## config.mk

```make
export PLATFORM = sky130hd
export DESIGN_NAME = imem_loader
export DESIGN_NICKNAME = d
export VERILOG_FILES = /design/src/rtl/imem_loader.sv
export SDC_FILE = /design/constraint.sdc
export NUM_CORES = 1
export LEC_CHECK = 0
export CAP_MARGIN = 0
export CORE_MARGIN = 1
export CORE_UTILIZATION = 30
export DETAILED_ROUTE_END_ITERATION = 6
export SYNTH_ARGS = -nofsm -noshare
export SYNTH_HDL_FRONTEND = slang
export SYNTH_SLANG_ARGS = --single-unit
```

## constraint.sdc

```tcl
create_clock -name clk -period 5.4 [get_ports clk]
set_input_delay 1.08 -clock clk [delete_from_list [all_inputs] [get_ports clk]]
set_output_delay 1.08 -clock clk [all_outputs]
set_load 0.02 [all_outputs]
```

## src/rtl/imem_loader.sv

```systemverilog
// Boot-time IM loader: framed byte stream to 32-bit big-endian IM writes.
// Holds the CPU stopped until the final word has been committed.
module imem_loader #(
  parameter int ADDR_W = 8
) (
  input  logic              clk,
  input  logic              rst,
  input  logic              in_valid,
  input  logic [7:0]        in_data,
  output logic              in_ready,
  output logic              im_we,
  output logic [ADDR_W-1:0] im_addr,
  output logic [31:0]       im_wdata,
  output logic              cpu_run,
  output logic              done,
  output logic              err,
  output logic [7:0]        checksum
);

  localparam int DEPTH = 2**ADDR_W;

  typedef enum logic [2:0] {
    S_HDR0,
    S_HDR1,
    S_DATA,
    S_DONE,
    S_ERR
  } state_e;

  state_e            state_q, state_d;
  logic [7:0]        hdr_hi_q, hdr_hi_d;
  logic [ADDR_W:0]   cnt_q, cnt_d;
  logic [ADDR_W:0]   widx_q, widx_d;
  logic [1:0]        bidx_q, bidx_d;
  logic [23:0]       asm_q, asm_d;
  logic              we_q, we_d;
  logic [ADDR_W-1:0] addr_q, addr_d;
  logic [31:0]       wdata_q, wdata_d;
  logic              run_q, run_d;
  logic              done_q, done_d;
  logic              err_q, err_d;
  logic [7:0]        csum_q, csum_d;

  logic              acc;
  logic [16:0]       n_hdr;
  logic [31:0]       word;

  assign in_ready = !rst && (state_q == S_HDR0 ||
                             state_q == S_HDR1 ||
                             state_q == S_DATA);
  assign acc   = in_valid && in_ready;
  assign n_hdr = {1'b0, hdr_hi_q, in_data};
  assign word  = {asm_q, in_data};

  always_comb begin
    state_d  = state_q;
    hdr_hi_d = hdr_hi_q;
    cnt_d    = cnt_q;
    widx_d   = widx_q;
    bidx_d   = bidx_q;
    asm_d    = asm_q;
    we_d     = 1'b0;
    addr_d   = addr_q;
    wdata_d  = wdata_q;
    err_d    = err_q;
    csum_d   = csum_q;
    // Release lags DONE by a cycle so the last IM write lands first.
    done_d   = done_q | (state_q == S_DONE);
    run_d    = run_q | (state_q == S_DONE);
    if (acc) begin
      unique case (state_q)
        S_HDR0: begin
          hdr_hi_d = in_data;
          state_d  = S_HDR1;
        end
        S_HDR1: begin
          if (n_hdr == 17'd0) begin
            state_d = S_DONE;
          end else if (n_hdr > 17'(DEPTH)) begin
            state_d = S_ERR;
            err_d   = 1'b1;
          end else begin
            state_d = S_DATA;
            cnt_d   = n_hdr[ADDR_W:0];
            widx_d  = '0;
            bidx_d  = '0;
          end
        end
        S_DATA: begin
          asm_d  = word[23:0];
          csum_d = csum_q + in_data;
          bidx_d = bidx_q + 2'd1;
          if (bidx_q == 2'd3) begin
            we_d    = 1'b1;
            addr_d  = widx_q[ADDR_W-1:0];
            wdata_d = word;
            widx_d  = widx_q + (ADDR_W+1)'(1);
            if (widx_d == cnt_q) state_d = S_DONE;
          end
        end
        default: ;
      endcase
    end
  end

  always_ff @(posedge clk) begin
    if (rst) begin
      state_q  <= S_HDR0;
      hdr_hi_q <= '0;
      cnt_q    <= '0;
      widx_q   <= '0;
      bidx_q   <= '0;
      asm_q    <= '0;
      we_q     <= 1'b0;
      addr_q   <= '0;
      wdata_q  <= '0;
      run_q    <= 1'b0;
      done_q   <= 1'b0;
      err_q    <= 1'b0;
      csum_q   <= '0;
    end else begin
      state_q  <= state_d;
      hdr_hi_q <= hdr_hi_d;
      cnt_q    <= cnt_d;
      widx_q   <= widx_d;
      bidx_q   <= bidx_d;
      asm_q    <= asm_d;
      we_q     <= we_d;
      addr_q   <= addr_d;
      wdata_q  <= wdata_d;
      run_q    <= run_d;
      done_q   <= done_d;
      err_q    <= err_d;
      csum_q   <= csum_d;
    end
  end

  assign im_we    = we_q;
  assign im_addr  = addr_q;
  assign im_wdata = wdata_q;
  assign cpu_run  = run_q;
  assign done     = done_q;
  assign err      = err_q;
  assign checksum = csum_q;

endmodule

```

==> results of run 1 <==
[power groups by stage]
stage	clock (mW)	sequential (mW)	combinational, mW
after global routing	0.750	0.809	0.124
final	0.699	0.808	0.112
after detailed placement	0	0.825	0.112
after global placement	0	0.825	0.110
after CTS	0.717	0.807	0.113
after floorplan	0	0.823	0.0799
[critical path, delay by kind of cell]
family	cells	cell delay, ns
buffers and inverters	3	0.85
AOI/OAI and AO/OA	1	0.33
[synth_stat cells, types with 7 or more instances]
master    number  area (um^2)
inv_1          8         30.0
clkbuf_1      22         82.6
nand4_1        7         43.8
dfxtp_1      107         2140
nor2_1        28          105
mux2i_1       10          100
nand3_1       16         80.1
o21ai_0       14         70.1
a21oi_1       82          410
ha_1           9          113
buf_2          9         45.0
xnor2_1        8         70.1
a31oi_1        9         56.3
nand2_1      151          567
[cell families after synthesis]
group	after synthesis	share of synthesized area
adder cells (fa/ha/maj)	10	0.0288
multiplexers	10	0.0217
flip-flops	107	0.464
buffers and inverters	49	0.0442
AND/OR/NAND/NOR	242	0.234
XOR/XNOR	12	0.0228
AO/OA/AOI/OAI	142	0.184
[layout make-up]
cell class / instances / area [um^2]
Clock buffer: 10 / 229
Clock inverter: 6 / 88.8
Fill cell: 1516 / 9080
Inverter: 11 / 42.5
Multi-Input combinational cell: 416 / 2270
Sequential cell: 107 / 2140
Tap cell: 184 / 230
Timing Repair Buffer: 70 / 678
[worst paths after layout]
path	startpoint	to	slack, ns	depth (start not counted)
worst max-delay path	rst	in_ready	2.06	4
worst min-delay path	im_wdata[7]	im_wdata[7]	0.46	2
worst max register to register	hdr_hi_q[3]	widx_q[5]	3.07	5
worst min register to register	im_wdata[7]	im_wdata[7]	0.46	2
[state kept, by name, indices dropped and copies added (netlist names)]
name / count
im_wdata: 32
asm_q: 24
cnt_q: 9
widx_q: 9
checksum: 8
hdr_hi_q: 8
im_addr: 8
state_q: 3
bidx_q: 2
cpu_run: 1
done: 1
err: 1
im_we: 1
[stage by stage]
stage / total power [mW] / cells / util / area [um^2]
global route: 1.68 / 804 / 0.385 / 5680
CTS: 1.64 / 804 / 0.385 / 5680
floorplan: 0.903 / 572 / - / 4610
detailed placement: 0.937 / 788 / 0.363 / 5360
finish: 1.62 / 804 / 0.385 / 5680
global placement: 0.935 / 788 / 0.363 / 5360
[per-layer routing]
layer	GRT usage	share of wire
met4	0.0454	0.0077
met3	0.0421	0.057
met5	0	0
met2	0.246	0.47
met1	0.195	0.46
==> metrics, run 1 <==
first-pass GRT wire length 19400 um; sequential cell area fraction in the yosys report 0.464; CTS tree yes; Post-CTS Resized 0; Int Power 1.24 mW; vias in the first global route 3934; number of H-tree levels 3; Initial Util 0.313; # hold bufs at CTS 0; Iteration-0 DRC Markers 215; Routability Congestion 0.912; EDFF count, synth 0; io pins 64; clock share of power 0.432; residual DRC count 0; initial antenna violation count 0; fin crit period 3.34 ns; PnR worst setup slack 2.06 ns; CP Cell Sequence buf_2 -> a211o_1 -> clkinv_2 -> clkdlybuf4s50_1; Fmax achieved 300 MHz; Top FF cell, synth dfxtp_1; area grow syn2layout 23.1%; Setup Buffers After CTS 0; port bufs 63; commonest cells after routing, fill and taps aside nand2_1 (151), dfxtp_1 (107), a21oi_1 (82); Post-Syn Nets 593; Synth async-reset ratio 0; fin nets 636; DRT Wirelength 11600 um; clock skew 0.00546 ns; fin. max-slew vios 0; vias per cell 5.05; Static Leakage 1.90 nW; Mean Syn Cell Area 8.06 um^2; Critical Path Sink Type output pin; post-DP HPWL 8070 um; worst slack at placement 1.85 ns; total die area 15900 um^2; sequential share of power 0.499; DR WL/cell 14.4 um; core area 14800 um^2; Mapped Cells 572; worst rel slew slack 0.328; worst-skew pair later-pin latency 0.35 ns; P_sw 0.375 mW; clk slew on worst S/H paths 0.06 ns; WP data arrival 2.26 ns; YS warnings 0; CP required 4.32 ns; commonest non-fill, non-tap cell in the layout nand2_1; Die X 126 um; Setup-failing EPs final 0; crit path max fanout 5; max incr delay on CP 0.63 ns; Synth Register Bits 107; Pre-Repair DR Iteration Count 4; clk sink count 107; status finished clean; Setup TNS Final 0 ns; worst slew pin tran 1.01 ns; Post-Syn Area 4610 um^2; CP max-delay cell clkdlybuf4s50_1; Comb pwr share 0.069; Switching Fraction 0.231; std cell rows 44; RSZ-0062 raised after global routing no; Worst Setup Start Kind input pin; share of cells above drive strength 1 0.0613; Pwr Density 285 nW/um^2; Die H 126 um; number of CTS-inserted buffers 9; period utilization 0.618; ant diodes 0; via count 4057; largest net degree at the start of global routing 103; Root Buffer clkbuf_16; Hold Vio Cnt, Final 0; Overflow after GRT 0; Worst VDD drop 0.136 mV; Yosys cell types 58; Min-Delay Path Class reg -> reg; Setup CP Type in -> out; Post-DRT Antenna Nets 0; Max-cap violations 0; Clock Path Buffers 2; Global Route Usage Sum 0.152; worst hold slack 0.455 ns
(Power assumes the default switching activity.)
==> run 2: changes to the inputs <==
==> constraint.sdc (replaced) <==
create_clock -name clk -period 2.75 [get_ports clk]
set_input_delay 0.55 -clock clk [delete_from_list [all_inputs] [get_ports clk]]
set_output_delay 0.55 -clock clk [all_outputs]
set_load 0.02 [all_outputs]
==> metrics, run 2 (synthesized netlist as in run 1, its figures left out) <==
fin crit period 2.45 ns; number of H-tree levels 3 (unchanged); core area 14800 um^2 (unchanged); ant diodes 0 (unchanged); status finished clean; Worst VDD drop 0.358 mV (+160%); fin. max-slew vios 0 (unchanged); Global Route Usage Sum 0.149 (-0.00274); commonest non-fill, non-tap cell in the layout nand2_1; share of cells above drive strength 1 0.0778 (+0.0165); clk sink count 107 (unchanged); max reg flops 32 (unchanged); Die X 126 um (unchanged); clock skew 0.00607 ns (+0.000610 ns); largest net degree at the start of global routing 102 (-0.97%); Clock Path Buffers 2 (unchanged); port bufs 63 (unchanged); Iteration-0 DRC Markers 279 (+30%); WP data arrival 1.90 ns (-0.36 ns); fin nets 648 (+1.9%); Overflow after GRT 0 (unchanged); Post-CTS Resized 0 (unchanged); commonest cells after routing, fill and taps aside nand2_1 (151), dfxtp_1 (107), a21oi_1 (82); dpl cells 800 (+1.5%); Die H 126 um (unchanged); Critical Path Sink Type output pin; Min-Delay Path Class reg -> reg; std cell rows 44 (unchanged); Pre-Repair DR Iteration Count 5 (+1); post-route insts no fill 814 (+1.2%); initial antenna violation count 0 (unchanged); area grow syn2layout 25.0%; worst slack at placement 0.0876 ns (-1.76 ns); DR WL/cell 13.9 um (-3.1%); RSZ-0062 raised after global routing no; crit path max fanout 11 (+6); Static Leakage 1.96 nW (+2.9%); Setup Buffers After CTS 0 (unchanged); worst slew pin tran 1.04 ns (+0.0290 ns); post-DP HPWL 7810 um (-3.3%); Max-cap violations 0 (unchanged); via count 4112 (+1.4%); period utilization 0.892; Fmax achieved 408 MHz; clk slew on worst S/H paths 0.07 ns (about the same); CTS tree yes; Routability Congestion 0.851 (-6.7%); residual DRC count 0 (unchanged); Setup-failing EPs final 0 (unchanged); PnR worst setup slack 0.297 ns (-1.77 ns); io pins 64 (unchanged); Hold Vio Cnt, Final 0 (unchanged); total die area 15900 um^2 (unchanged); vias in the first global route 3899 (-0.89%); Worst Setup Start Kind flip-flop; Final Power 3.11 mW (+92%); worst-skew pair later-pin latency 0.34 ns (about the same); CP required 2.20 ns (-2.12 ns); Post-DRT Antenna Nets 0 (unchanged); Filler Cell Count 1514 (-0.13%); vias per cell 5.05 (+0.11%); worst rel slew slack 0.309 (-0.0193); number of CTS-inserted buffers 9 (unchanged); Pwr Density 539 nW/um^2 (+89%); Setup TNS Final 0 ns (unchanged); Root Buffer clkbuf_16; Initial Util 0.313 (unchanged); DRT Wirelength 11300 um (-1.9%); # hold bufs at CTS 0 (unchanged); first-pass GRT wire length 19200 um (-0.86%); Setup CP Type reg -> out
-- run 2: cell types whose count changed in the layout (fill, tap and decap cells not counted), sizes merged --
cell	before	now
buf	8	20
bufinv	2	1
clkinvlp	2	1
-- run 2: cell type report --
cell class                 count  area, um^2  share of cell area
timing repair buffer          82         793               0.138
sequential                   107        2140               0.372
multi-input combinational    416        2270               0.393
tap                          184         230              0.0399
clock buffer                  10         239              0.0414
clock inverter                 4        51.3             0.00890
inverter                      11        42.5             0.00738
-- run 2: final timing paths --
kind           startpoint            to  slack, ns  cells after the start
max            state_q[0]      in_ready       0.30                      3
min          im_wdata[17]  im_wdata[17]       0.45                      2
max reg2reg     widx_q[2]    state_q[0]       0.68                      5
min reg2reg  im_wdata[17]  im_wdata[17]       0.45                      2
-- run 2: power breakdown --
part           total [mW]  switching, mW  internal [mW]
registers            1.58         0.0181           1.57
logic               0.242          0.151         0.0910
clock network        1.28          0.561          0.723
-- run 2: worst max-delay path: stages, from the launching register on --
cell             delay (ns)
dfxtp_1                0.42
a211o_1                0.40
clkinv_2               0.12
clkdlybuf4s50_1        0.62
-- run 2: routing by layer --
layer / track usage / vias up / wire length (um)
li1: - / 2068 / -
met1: 0.198 / 1933 / 5590
met2: 0.241 / 106 / 5160
met3: 0.0399 / 5 / 538
met4: 0.0298 / 0 / 60
met5: 0 / - / 0
-- run 2: metrics by stage --
step	utilization	hold slack (ns)	instance area, um^2
CTS	0.391	0.455	5770
global route	0.391	0.470	5770
finish	0.391	0.454	5770
global placement	0.371	0.446	5480
detailed placement	0.371	0.446	5480
floorplan	-	0.432	4610
==> run 3: changes to the inputs <==
--- a/config.mk
+++ b/config.mk
@@ -8,6 +8,7 @@
 export CAP_MARGIN = 0
 export CORE_MARGIN = 1
 export CORE_UTILIZATION = 30
+export CTS_CLUSTER_DIAMETER = 120
 export DETAILED_ROUTE_END_ITERATION = 6
 export SYNTH_ARGS = -nofsm -noshare
 export SYNTH_HDL_FRONTEND = slang
==> results of run 3 <==
Same layout as run 2: the final DEF is identical, and so are final timing and power.
==> variant: new RTL, config.mk and constraints of run 2 <==
The parameter `ADDR_W` goes from 8 to 9.
--- a/src/rtl/imem_loader.sv
+++ b/src/rtl/imem_loader.sv
@@ -2,5 +2,5 @@
 // Holds the CPU stopped until the final word has been committed.
 module imem_loader #(
-  parameter int ADDR_W = 8
+  parameter int ADDR_W = 9
 ) (
   input  logic              clk,
Ports: changed (resized im_addr); port bits go from 64 to 65. The function was not compared with the original's and may differ.
==> variant against run 2 <==
Setup slack improved by 0.084 ns; total power up 2.1%; combinational power down 16%; critical endpoint unchanged; highest routed layer unchanged; sequential cell count grew 3; fmax up 3.5%; wire length up 2.2%; design area rose by 2.9%; area after synthesis rose by 3.2%.
==> variant: results <==
set metrics [dict create \
    slowest_delay_ns 0.67 \
    status "completed" \
    grt_max_degree 81 \
    wl_met3_um 491 \
    cts.htree.levels 3 \
    r2r_start "widx_q[0]" \
    grt_pass1_wl_um 19400 \
    min_path_type "reg2reg" \
    r2r-end "state_q[0]" \
    seq_cell_power_mw 1.63 \
    irDropWorstVdd_mv 0.315 \
    grt_pass1_vias 3854 \
    met2_length_um 5190 \
    drive_gt1_share_pct 7.61 \
    maxSlewHeadroom_pct 45.5 \
    fillers 1594 \
    clkSlewWorstSetupHoldPaths_ns 0.07 \
    regToRegSetupSlack_ns 0.52 \
    r2r.worst_path.cells 6 \
    pg_clk_mw 1.34 \
    cts_resized 0 \
    skew_ns 0.00752 \
    gr-usage-met3_pct 3.42 \
    gp_congestion 0.809 \
    crit_path_max_fanout 9 \
    largest_reg_flops 32 \
    drt_iter0_markers 264 \
    p_leak_nw 1.98 \
    wire_per_inst_um 13.8 \
    setup.worst_path.end "in_ready" \
    crit_start "state_q[0]" \
    ant_nets 0 \
    ys_top_cells_by_area "dfxtp_1, nand2_1, a21oi_1, mux2i_1, nor2_1" \
    met1_usage_pct 20.2 \
    dp.final_hpwl_um 8150 \
    power_mw 3.18 \
    yosys-top-cells-count "nand2_1, dfxtp_1, a21oi_1" \
    track_usage_pct 14.8 \
    drtPass1Iterations 4 \
    ctsRootBufferMaster "clkbuf_16" \
    nets 647 \
    slowest_stage "clkdlybuf4s50_1" \
    switchingPower_mw 0.743 \
    cp_top_family "buffers and inverters" \
    grtUsageMet2_pct 23.2 \
    yosysWarningCount 0 \
    vias 4006 \
    synth.distinct_cells 52 \
    cts_setup_buffers 0 \
    synth_flop_cell "dfxtp_1" \
    clock_latency_ns 0.35 \
    highest_layer "met4" \
    port_buffers 64 \
    wl_met1_um 5760 \
    synth-seq-area-share_pct 46.3 \
]
## variant: cell types whose count changed after synthesis, moves of 5 or more
cell / before / now
a31oi_1: 9 / 2
mux2i_1: 10 / 20
nand3_1: 16 / 7
a311oi_1: 1 / 10
nor2_1: 28 / 39
buf_1: 5 / 0
## variant: final cells by class
type                       instances  share of cell area, %
clock buffer                      10                   4.03
multi-input combinational        416                   39.3
sequential                       110                   37.1
inverter                           6                  0.380
timing repair buffer              83                   13.6
tap                              211                   4.45
clock inverter                     6                   1.16
## variant: tightest hold or removal path, delay by kind of cell (launching register included)
family             cells  cell delay (ns)
and+or+nand+nor        1             0.05
DFF                    1             0.31
AOI/OAI and AO/OA      1             0.05
## variant: how the worst min path moves through the flow
stage	from	endpoint	slack, ns	cells past startpoint
5_1_grt	im_wdata[29]	im_wdata[29]	0.47	2
4_1_cts	im_addr[3]	im_addr[3]	0.46	2
3_3_place_gp	asm_q[21]	asm_q[21]	0.45	2
3_5_place_dp	im_addr[3]	im_addr[3]	0.45	2
2_1_floorplan	asm_q[16]	im_wdata[24]	0.43	2
6_report	im_wdata[29]	im_wdata[29]	0.45	2
## variant: cells by family (layout without fill, tap and decap cells)
logic type	after synthesis	in the layout	synth area share (%)
simple gates	246	246	23.6
xor+xnor	15	15	2.76
fa+ha+maj	10	10	2.79
compound gates	125	125	15.6
mux	20	20	4.21
flops	110	110	46.3
buf+inv	46	105	4.84
## variant: metrics by stage
step           cell area, um2  worst slack [ns]  hold slack, ns  utilization [%]  cells
2_1_floorplan            4760             0.843           0.432                -    572
3_3_place_gp             5620             0.204           0.446             36.7    826
3_5_place_dp             5620             0.176           0.447             36.7    826
4_1_cts                  5930             0.323           0.457             38.7    842
5_1_grt                  5930             0.270           0.470             38.7    842
6_report                 5930             0.380           0.453             38.7    842
